==> src/rtl/ram_march_bist_if.sv <==
// RAM-side bus between the march BIST controller and a single-port,
// asynchronous-read RAM.
interface ram_march_bist_if #(
  parameter int ADDR_WIDTH = 4,
  parameter int DATA_WIDTH = 8
);
  logic [ADDR_WIDTH-1:0] ram_address;
  logic [DATA_WIDTH-1:0] ram_data_in;
  logic                  ram_write_en;
  logic [DATA_WIDTH-1:0] ram_data_out;

  modport master (
    output ram_address,
    output ram_data_in,
    output ram_write_en,
    input  ram_data_out
  );

  modport slave (
    input  ram_address,
    input  ram_data_in,
    input  ram_write_en,
    output ram_data_out
  );
endinterface

==> src/rtl/ram_march_bist.sv <==
// Four-phase march BIST (W0, R0W1, R1W0, R0) for an asynchronous-read RAM.
// Reports pass/fail, a saturating error count and the first failing location.
module ram_march_bist #(
  parameter int ADDR_WIDTH = 4,
  parameter int DATA_WIDTH = 8
) (
  input  logic                  clk,
  input  logic                  rst_n,
  input  logic                  start,
  ram_march_bist_if.master      bus,
  output logic                  busy,
  output logic                  done,
  output logic                  pass,
  output logic [7:0]            error_count,
  output logic [ADDR_WIDTH-1:0] fail_address,
  output logic [DATA_WIDTH-1:0] fail_data
);

  localparam logic [DATA_WIDTH-1:0] P0 = DATA_WIDTH'(8'h55);
  localparam logic [DATA_WIDTH-1:0] P1 = DATA_WIDTH'(8'hAA);
  localparam logic [ADDR_WIDTH-1:0] ADDR_MAX = '1;

  typedef enum logic [2:0] {IDLE, W0, R0W1, R1W0, R0, DONE} state_t;

  state_t                state_q, state_d;
  logic                  phase_q, phase_d;   // 0 = read cycle, 1 = write cycle
  logic [ADDR_WIDTH-1:0] addr_q, addr_d;
  logic [DATA_WIDTH-1:0] din_q, din_d;
  logic                  we_q, we_d;
  logic                  busy_q, busy_d;
  logic                  done_q, done_d;
  logic                  pass_q, pass_d;
  logic [7:0]            err_q, err_d;
  logic [ADDR_WIDTH-1:0] fail_addr_q, fail_addr_d;
  logic [DATA_WIDTH-1:0] fail_data_q, fail_data_d;

  logic                  start_run;
  logic                  mismatch;
  logic [DATA_WIDTH-1:0] expected;

  always_ff @(posedge clk or negedge rst_n) begin
    if (!rst_n) begin
      state_q     <= IDLE;
      phase_q     <= 1'b0;
      addr_q      <= '0;
      din_q       <= '0;
      we_q        <= 1'b0;
      busy_q      <= 1'b0;
      done_q      <= 1'b0;
      pass_q      <= 1'b0;
      err_q       <= '0;
      fail_addr_q <= '0;
      fail_data_q <= '0;
    end else begin
      state_q     <= state_d;
      phase_q     <= phase_d;
      addr_q      <= addr_d;
      din_q       <= din_d;
      we_q        <= we_d;
      busy_q      <= busy_d;
      done_q      <= done_d;
      pass_q      <= pass_d;
      err_q       <= err_d;
      fail_addr_q <= fail_addr_d;
      fail_data_q <= fail_data_d;
    end
  end

  assign start_run = start && (state_q == IDLE || state_q == DONE);

  always_comb begin
    state_d = state_q;
    phase_d = phase_q;
    addr_d  = addr_q;
    case (state_q)
      IDLE, DONE: begin
        if (start) begin
          state_d = W0;
          addr_d  = '0;
          phase_d = 1'b1;
        end
      end
      W0: begin
        if (addr_q == ADDR_MAX) begin
          state_d = R0W1;
          addr_d  = '0;
          phase_d = 1'b0;
        end else begin
          addr_d = addr_q + 1'b1;
        end
      end
      R0W1: begin
        if (!phase_q) begin
          phase_d = 1'b1;
        end else begin
          phase_d = 1'b0;
          if (addr_q == ADDR_MAX) begin
            state_d = R1W0;
            addr_d  = ADDR_MAX;
          end else begin
            addr_d = addr_q + 1'b1;
          end
        end
      end
      R1W0: begin
        if (!phase_q) begin
          phase_d = 1'b1;
        end else begin
          phase_d = 1'b0;
          if (addr_q == '0) begin
            state_d = R0;
            addr_d  = '0;
          end else begin
            addr_d = addr_q - 1'b1;
          end
        end
      end
      R0: begin
        if (addr_q == ADDR_MAX) begin
          state_d = DONE;
          addr_d  = '0;
        end else begin
          addr_d = addr_q + 1'b1;
        end
      end
      default: begin
        state_d = IDLE;
        addr_d  = '0;
        phase_d = 1'b0;
      end
    endcase
  end

  // Every busy cycle without a write strobe is a read whose data is checked now.
  assign expected = (state_q == R1W0) ? P1 : P0;
  assign mismatch = busy_q && !we_q && (bus.ram_data_out != expected);

  always_comb begin
    we_d        = 1'b0;
    din_d       = '0;
    busy_d      = (state_d != IDLE) && (state_d != DONE);
    err_d       = err_q;
    fail_addr_d = fail_addr_q;
    fail_data_d = fail_data_q;
    done_d      = done_q;
    pass_d      = pass_q;

    case (state_d)
      W0: begin
        we_d  = 1'b1;
        din_d = P0;
      end
      R0W1: begin
        we_d  = phase_d;
        din_d = phase_d ? P1 : '0;
      end
      R1W0: begin
        we_d  = phase_d;
        din_d = phase_d ? P0 : '0;
      end
      default: begin
        we_d  = 1'b0;
        din_d = '0;
      end
    endcase

    if (start_run) begin
      err_d       = '0;
      fail_addr_d = '0;
      fail_data_d = '0;
      done_d      = 1'b0;
      pass_d      = 1'b0;
    end else begin
      if (mismatch) begin
        if (err_q != 8'hFF) err_d = err_q + 8'd1;
        if (err_q == 8'd0) begin
          fail_addr_d = addr_q;
          fail_data_d = bus.ram_data_out;
        end
      end
      if (state_q == R0 && state_d == DONE) begin
        done_d = 1'b1;
        pass_d = (err_d == 8'd0);
      end
    end
  end

  assign bus.ram_address  = addr_q;
  assign bus.ram_data_in  = din_q;
  assign bus.ram_write_en = we_q;
  assign busy             = busy_q;
  assign done             = done_q;
  assign pass             = pass_q;
  assign error_count      = err_q;
  assign fail_address     = fail_addr_q;
  assign fail_data        = fail_data_q;

endmodule

==> src/flat_wrapper.sv <==
// flat-port wrapper written by rule: the top's interface ports become plain ports
module ram_march_bist_flat 
#(
  parameter int ADDR_WIDTH = 4,
  parameter int DATA_WIDTH = 8
)
  (clk, rst_n, start, busy, done, pass, error_count, fail_address, fail_data, bus_ram_address, bus_ram_data_in, bus_ram_write_en, bus_ram_data_out);
  ram_march_bist_if #(.ADDR_WIDTH(ADDR_WIDTH), .DATA_WIDTH(DATA_WIDTH)) bus_i ();
  input  logic clk;
  input  logic rst_n;
  input  logic start;
  output logic busy;
  output logic done;
  output logic pass;
  output logic [7:0] error_count;
  output logic [ADDR_WIDTH-1:0] fail_address;
  output logic [DATA_WIDTH-1:0] fail_data;
  output wire logic [$bits(bus_i.ram_address)-1:0] bus_ram_address;
  output wire logic [$bits(bus_i.ram_data_in)-1:0] bus_ram_data_in;
  output wire logic [$bits(bus_i.ram_write_en)-1:0] bus_ram_write_en;
  input wire logic [$bits(bus_i.ram_data_out)-1:0] bus_ram_data_out;
  assign bus_ram_address = bus_i.ram_address;
  assign bus_ram_data_in = bus_i.ram_data_in;
  assign bus_ram_write_en = bus_i.ram_write_en;
  assign bus_i.ram_data_out = bus_ram_data_out;
  ram_march_bist #(.ADDR_WIDTH(ADDR_WIDTH), .DATA_WIDTH(DATA_WIDTH)) u_core (.clk(clk), .rst_n(rst_n), .start(start), .bus(bus_i), .busy(busy), .done(done), .pass(pass), .error_count(error_count), .fail_address(fail_address), .fail_data(fail_data));
endmodule
==> config.mk <==
export PLATFORM = sky130hd
export DESIGN_NAME = ram_march_bist_flat
export DESIGN_NICKNAME = d
export VERILOG_FILES = /design/src/rtl/ram_march_bist_if.sv /design/src/rtl/ram_march_bist.sv /design/src/flat_wrapper.sv
export SDC_FILE = /design/constraint.sdc
export NUM_CORES = 1
export LEC_CHECK = 0
export ABC_AREA = 0
export CAP_MARGIN = 20
export CORE_UTILIZATION = 56
export CTS_BUF_LIST = sky130_fd_sc_hd__clkbuf_8
export CTS_CLUSTER_SIZE = 40
export DETAILED_ROUTE_END_ITERATION = 10
export GPL_TIMING_DRIVEN = 1
export PLACE_DENSITY_LB_ADDON = 0.15
export SETUP_SLACK_MARGIN = 0.05
export SYNTH_ARGS = -nofsm -noshare
export SYNTH_HDL_FRONTEND = slang
export SYNTH_SLANG_ARGS = --single-unit
export TNS_END_PERCENT = 5
==> constraint.sdc <==
create_clock -name clk -period 4.75 [get_ports clk]
set_input_delay 1.425 -clock clk [delete_from_list [all_inputs] [get_ports clk]]
set_output_delay 1.425 -clock clk [all_outputs]
set_load 0.01 [all_outputs]
Yosys cells after proc, flatten, opt, wreduce, memory -nomap -nowiden
Index checks and enable logic that the tools add are counted.
Operators by class
  equal/unequal tests: 16
  muxes and demuxes: 38
  $add $sub $neg: 3
  reduce and logical (&&, ||, !) cells: 21
Operators by type and width (number)
  $mux 8: 9
  $mux 4: 9
  $pmux 8 s3: 1
  $mux 3: 7
  $logic_not 8->1: 2
  $pmux 4 s4: 1
  $pmux 3 s5: 1
  $eq 3x2->1 const B: 4
  $eq 3x3->1 const B: 3
  $add 8x1->8 const B: 1
  $ne 8x8->1: 1
  $ne 8x8->1 const B: 1
  $reduce_or 2->1: 4
  $mux 1: 7
  $mux 7: 1
  $eq 3x1->1 const B: 2
  $reduce_bool 2->1: 3
  $logic_and 1x1->1: 5
  $add 4x1->4 const B: 1
  $eq 4x4->1 const B: 1
  $logic_not 4->1: 1
  $ne 2x1->1 const B: 2
  $pmux 1 s4: 1
  $sub 4x1->4 const B: 1
  9 further kinds: 9
Storage, ports and cells
  output and inout port bits: 36
  register bits after elaboration: 40
  word-level logic and storage cells: 89

Longest topological paths before layout
Gate-level depths: netlist of the first run.
  depth after elaboration: 9
  mapped depth: 8
  gate-level depth less buffers: 8

Worst setup path before layout of the first run
OpenSTA, ideal clock, no wires.
  path kind: input to register
  start: in bus_ram_data_out[2]
  end: reg u_core.fail_addr_q[0], in the netlist u_core.fail_address[0]
  arrival time: 2718 ps
  setup time: 132 ps
  stages on the path: 7
  path slack: 1900 ps
  cell sequence: nor4bb_1 -> a211oi_2 -> or2_1 -> nand4_1 -> buf_6 -> mux2i_1 -> nor2_1
On the way
  cells in the longest elaborated chain, start to end: 4
RTL lines
  start, declared: line flat_wrapper.sv:21  | input wire logic [$bits(bus_i.ram_data_out)-1:0] bus_ram_data_out;
  $ne 8x8->1: line ram_march_bist.sv:136  | assign mismatch = busy_q && !we_q && (bus.ram_data_out != expected);
  $logic_and 1x1->1: line ram_march_bist.sv:136
  $reduce_bool 2->1 (no line)
  $reduce_and 2->1 (no line)
  end signal, assigned: line ram_march_bist.sv:64  | fail_addr_q <= fail_addr_d;
  end, declared: line ram_march_bist.sv:34  | logic [ADDR_WIDTH-1:0] fail_addr_q, fail_addr_d;
Every way passes these cells.
A chain may end at the register's enable or synchronous reset.

Worst setup path after layout of the first run
  start: in bus_ram_data_out[4]
  end: reg u_core.fail_data_q[2], in the netlist u_core.fail_data[2]
On the way
  cells in the longest elaborated chain, start to end: 4
RTL lines
  $ne 8x8->1: line ram_march_bist.sv:136
  $logic_and 1x1->1: line ram_march_bist.sv:136
  $reduce_bool 2->1 (no line)
  $reduce_and 2->1 (no line)
  end signal, assigned: line ram_march_bist.sv:65  | fail_data_q <= fail_data_d;
  end, declared: line ram_march_bist.sv:35  | logic [DATA_WIDTH-1:0] fail_data_q, fail_data_d;
Every way passes these cells.

==> flow_summary.yaml, run 1 <==
status:
  status: "finished clean"
sta:
  hold_viol: 0
  period_minus_slack_ns: 3.673
  slew_headroom: 0.4623
  worstMarginPinSlew_ns: 0.8042
  fmax_ghz: 0.2723
  rsz0062_at_grt: "false"
  period_share: 0.7733
  fin_tns_setup_ns: 0
  final_max_slew_viol_count: 0
  setup_violations: 0
  finalWorstSetupSlack_ns: 1.077
  skew_ns: 0.003613
synthesis:
  netlist.area_leader.share: 0.4213
  synth_edf_count: 0
  synth.most_common_cell: "dfrtp_1"
  synth_top_family_by_area: "simple AND/OR/NAND/NOR gates"
  synth_area_leader_cell: "dfrtp_1"
  ys_seq_elements: 34
  synth.top_cells.by_count: "34 x dfrtp_1, 32 x nor2_1, 16 x mux2i_1, 14 x o21ai_0, 13 x nand2_1"
  avgSynthCellArea_um2: 9.179
  synth.area.mux_share: 0.09046
  ys_warn_count: 0
  synth_area_um2: 2019
  syn_nets: 235
  synth_top_cells_by_area: "dfrtp_1 42%, mux2i_1 7.9%, nor2_1 5.9%"
  syn_inst: 220
  synth-xor-area-share: 0.03036
  synth_simple_gate_area_frac: 0.2305
  synth-adder-area-share: 0.02478
  synth_cell_types: 50
  synthFlopType: "dfrtp_1"
  yosysSeqAreaShare: 0.4213
  synth_compound_area_frac: 0.1351
  synthArstFlopShare: 1.000
route:
  drt_iter0_markers: 79
  via_count: 1711
  dr_wl_met3_um: 201
  wl_met1_mm: 1.859
  ant_nets: 0
  totalWireLength_mm: 4.144
  met2_length_mm: 2.032
  drt-pass1-iter-count: 4
  routed.top_layer: "met4"
  wl_per_cell_um: 13.63
  via_per_inst: 5.628
  drc: 0
setup_path:
  crit_family: "simple AND/OR/NAND/NOR gates"
  ff2ff_path_depth: 6
  crit_fanout: 12
  slowest_delay_ns: 0.65
  start_kind: "input pin"
  worst-path-buf-inv: 1
  slowest_stage: "nand4_1"
  end_kind: "register"
  arrival_ns: 3.84
  crit_required_ns: 4.91
  critical_path_depth: 7
  critical_path.cell_chain: "clkdlybuf4s50_1, and4bb_1, a211oi_2, or2_1, nand4_1, mux2i_1, nor2_1"
  crit_type: "in2reg"
floorplan:
  core_um2: 3390
  die_w_um: 62.05
  die_h_um: 62.05
  start_util: 0.5958
  die_area_um2: 3850
  rows: 21
  ios: 47
finish:
  nets: 273
  area_growth_pct: 25.84
  antenna_cells: 0
  layout-drive-gt1-share: 0.05814
power:
  powerDensity_nw_per_um2: 390.9
  vdd_ir_drop_max_v: 0.0002050
  p_leak_nw: 1.175
placed_design:
  dp_worst_setup_slack_ns: 0.7767
  hpwl_mm: 2.996
  gp_congestion: 0.9791
  portBuffers: 46
cts:
  cts_hold_buf: 0
  cts_tree: "done"
  cts_setup_buffers: 0
  clkLatencyLatePin_ns: 0.28
  cts_sinks: 34
  cts_buffers: 5
  postCtsResizedCells: 0
  path_clk_slew_ns: 0.07
  ctsRootBufferMaster: "clkbuf_8"
  htree_levels: 2
  cts_max_path_buffers: 2
min_path:
  hp-class: "reg2reg"
  whs_path_depth: 2
flow_run:
  cap_violations: 0
global_routing:
  grt_max_degree: 35
  grt_pass1_wl_mm: 6.320
  antenna_found_initial: 0
  grt_pass1_vias: 1443
  grt-ovfl-total: 0
  grtUsageTotal: 0.2253
==> cell usage in the layout (no fill, tap or decap), drive strengths merged, types with 2 or more instances in the layout <==
master,count
a211oi,4
a21oi,8
and3,2
and4bb,3
buf,2
clkbuf,5
clkdlybuf4s50,46
clkinv,2
dfrtp,34
ha,4
inv,11
mux2,2
mux2i,16
nand2,13
nand2b,3
nand3,4
nand3b,3
nand4,4
nor2,33
nor2b,2
nor3,7
nor3b,6
nor4bb,2
o21ai,15
o22a,2
xnor2,6
==> sequential cells by signal, summed over array words and instances (netlist names) <==
signal / cells
u_core.bus.ram_data_in: 2
u_core.fail_address: 4
u_core.busy: 1
u_core.bus.ram_address: 4
u_core.bus.ram_write_en: 1
u_core.pass: 1
u_core.done: 1
u_core.fail_data: 8
u_core.phase_q: 1
u_core.state_q: 3
u_core.error_count: 8
==> logic make-up after synthesis <==
| group | after synthesis |
|---|---|
| AND/OR/NAND/NOR | 88 |
| AO/OA/AOI/OAI | 41 |
| flip-flops | 34 |
| buffers and inverters | 28 |
| multiplexers | 18 |
| XOR/XNOR | 7 |
| adder cells (fa/ha/maj) | 4 |
==> per-layer routing <==
| layer | track usage | up-vias |
|---|---|---|
| met5 | 0 | - |
| met4 | 0.08889 | 0 |
| met3 | 0.05797 | 6 |
| met2 | 0.3663 | 57 |
| met1 | 0.2874 | 806 |
| li1 | - | 842 |
==> power by group <==
part | internal (mW) | leakage, nW | switching [mW]
clock network | 0.0982 | 0.0438 | 0.0980
registers | 0.365 | 0.409 | 0.0781
logic | 0.211 | 0.722 | 0.143
==> path summary, 6_finish.rpt <==
check	from	to	slack, ns
min	u_core.done	u_core.done	0.50
max in group asynchronous	rst_n	u_core.phase_q	2.89
min reg2reg	u_core.done	u_core.done	0.50
max reg2reg	u_core.state_q[0]	u_core.fail_data[2]	2.18
max	bus_ram_data_out[4]	u_core.fail_data[2]	1.08
min in group asynchronous	rst_n	u_core.fail_data[7]	1.56
==> worst register-to-register path: stages (launching register included) <==
cell,delay (ns)
dfrtp_1,0.53
and3b_1,0.31
a211oi_2,0.31
or2_1,0.21
nand4_1,0.65
mux2i_1,0.38
nor2_1,0.07
==> stage by stage <==
step / total power [mW] / instances / instance area [um2] / util / hold WS [ns]
6_report: 0.9934 / 304 / 2541 / 0.7497 / 0.5047
3_5_place_dp: 0.8035 / 297 / 2462 / 0.7265 / 0.5011
2_1_floorplan: 0.6080 / 220 / 2019 / - / 0.5351
4_1_cts: 0.9994 / 304 / 2541 / 0.7497 / 0.5157
5_1_grt: 1.064 / 304 / 2541 / 0.7497 / 0.5232
3_3_place_gp: 0.7963 / 297 / 2462 / 0.7265 / 0.4879
==> area by class of cell <==
type / count / area (um2)
multi-input cells: 158 / 1037
flip-flops and latches: 34 / 850.8
fillers: 252 / 848.3
repair buffers: 48 / 475.5
clock buffers: 5 / 68.82
well taps: 46 / 57.56
inverters: 11 / 41.29
clock inverters: 2 / 10.01
Power figures use the tool's default switching activity.
==> run 2, diff against run 1 <==
- CORE_UTILIZATION: 56 -> 47
- clock period: 4.75 -> 3.2 ns (I/O delays scaled with it)
==> run 2 against run 1 <==
Worst hold slack improved by 0.019 ns. Combinational power rose by 47%. Clock skew grew 0.0011 ns. Sequential share of layout area shrank 0.61 points. First-iteration DRC count decreased by 3.8%. Core utilization shrank 11 points. Wire length rose by 1.4%. Clock power rose by 65%. Non-clock buffer count up 4. Final cell count is 3.0% higher. Clock-buffer cell count rose by 1. Critical path type unchanged. Largest power group unchanged. Highest routed layer unchanged.
==> flow_summary.yaml, run 2 (synthesis results as in run 1) <==
placed_design:
  gp_congestion: 0.8208
  portBuffers: 46
  postPlaceCellArea_um2: 2497
  hpwl_mm: 3.034
sta:
  fin_tns_setup_ns: 0
  rsz0062_at_grt: "false"
  setup_violations: 0
  worstMarginPinSlew_ns: 0.5304
  skew_ns: 0.004692
  period_minus_slack_ns: 2.790
  period_share: 0.8718
  slew_headroom: 0.6434
  hold_viol: 0
  final_max_slew_viol_count: 0
  fmax_ghz: 0.3584
finish:
  n_fill_cell: 347
  multi_input_comb_area_um2: 1037
  design_area_um2: 2589
  area_growth_pct: 28.19
  antenna_cells: 0
  layout_commonest_cell: "clkdlybuf4s50_1"
  layout_common_cells: "46 x clkdlybuf4s50_1, 34 x dfrtp_1, 32 x nor2_1"
  seq_area_um2: 850.8
  layout-drive-gt1-share: 0.07224
  nets: 277
setup_path:
  r2r-end: "u_core.busy"
  ff2ff_path_depth: 8
  crit_type: "in2reg"
  critical_path.cell_chain: "clkdlybuf4s50_1, nor4bb_1, a211oi_2, or2_1, nand4_1, buf_4, mux2i_1, nor2_1"
  startpoint: "bus_ram_data_out[7]"
  start_kind: "input pin"
  r2r-start: "u_core.bus.ram_address[0]"
  crit_fanout: 8
  crit_required_ns: 3.36
  end_kind: "register"
  r2r_slack_ns: 1.09
  slowest_stage: "clkdlybuf4s50_1"
  arrival_ns: 2.95
  slowest_delay_ns: 0.50
  worst-path-buf-inv: 2
  crit_family: "simple AND/OR/NAND/NOR gates"
min_path:
  hp-class: "reg2reg"
  whs_path_depth: 2
  worstHoldEndpoint: "u_core.fail_data[1]"
  holdCritStartpoint: "u_core.fail_data[1]"
floorplan:
  die_h_um: 67.55
  ios: 47
  die_area_um2: 4563
  die_w_um: 67.55
  core_um2: 4058
  start_util: 0.4977
  rows: 23
cts:
  ctsRootBufferMaster: "clkbuf_8"
  cts_max_path_buffers: 2
  cts_sinks: 34
  cts_setup_buffers: 0
  htree_levels: 2
  cts_buffers: 5
  cts_hold_buf: 0
  postCtsResizedCells: 0
  clkLatencyLatePin_ns: 0.29
  cts_tree: "done"
  path_clk_slew_ns: 0.07
global_routing:
  grtUsageTotal: 0.2026
  grt_pass1_vias: 1525
  grt_max_degree: 35
  grt-ovfl-total: 0
  antenna_found_initial: 0
  grt_pass1_wl_mm: 6.886
route:
  drc: 0
  totalWireLength_mm: 4.200
  wl_per_cell_um: 13.42
  via_count: 1673
  drt_iter0_markers: 76
  ant_nets: 0
  drt-pass1-iter-count: 4
  via_per_inst: 5.345
flow_run:
  cap_violations: 0
status:
  status: "finished clean"
power:
  vdd_ir_drop_max_v: 0.0002890
  powerDensity_nw_per_um2: 580.6
  p_leak_nw: 1.201
-- run 2: per-stage QoR --
stage / setup slack [ns] / hold WS, ns / util / instances / power, mW
after detailed placement: 0.1198 / 0.5158 / 0.6155 / 305 / 1.190
after global placement: 0.1338 / 0.5034 / 0.6155 / 305 / 1.186
after CTS: 0.4212 / 0.5312 / 0.6380 / 313 / 1.519
after floorplan: 0.8152 / 0.5351 / - / 220 / 0.9025
final: 0.4102 / 0.5237 / 0.6380 / 313 / 1.503
after global routing: 0.2605 / 0.5511 / 0.6380 / 313 / 1.610
-- run 2: routing by layer --
metal  vias up  part of all wire  GRT usage  wire length (um)
met5         -                 0          0                 0
met4         0             0.012    0.06383                52
met3         7             0.044    0.06081               186
met2        36              0.48     0.3255              2021
met1       782              0.46     0.2587              1939
li1        848                 -          -                 -
-- run 2: power breakdown --
part	internal, mW	total [mW]	switching [mW]
clock network	0.170	0.324	0.154
registers	0.542	0.657	0.115
logic	0.313	0.522	0.209
total	1.03	1.50	0.478
-- run 2: worst register-to-register path: stages, from the launching register on --
cell and delay (ns):
dfrtp_1 0.47, inv_1 0.09, ha_1 0.21, nor4bb_1 0.42, mux2i_1 0.16, a22oi_1 0.23
o22a_1 0.23, xnor2_1 0.13, nand2_1 0.06
-- run 2: worst max-delay path by stage --
| stage | to | depth (start not counted) |
|---|---|---|
| final | u_core.fail_data[3] | 8 |
| after global routing | u_core.fail_data[4] | 8 |
| after CTS | u_core.fail_data[3] | 8 |
| after detailed placement | u_core.fail_data[3] | 8 |
| after global placement | u_core.fail_data[3] | 8 |
| after floorplan | u_core.fail_address[0] | 7 |
-- run 2: cell type report --
class,count,area share
clock buffers,6,0.03190
clock inverters,2,0.003383
inverters,11,0.01595
multi-input cells,158,0.4007
flip-flops and latches,34,0.3287
well taps,50,0.02417
repair buffers,52,0.1953
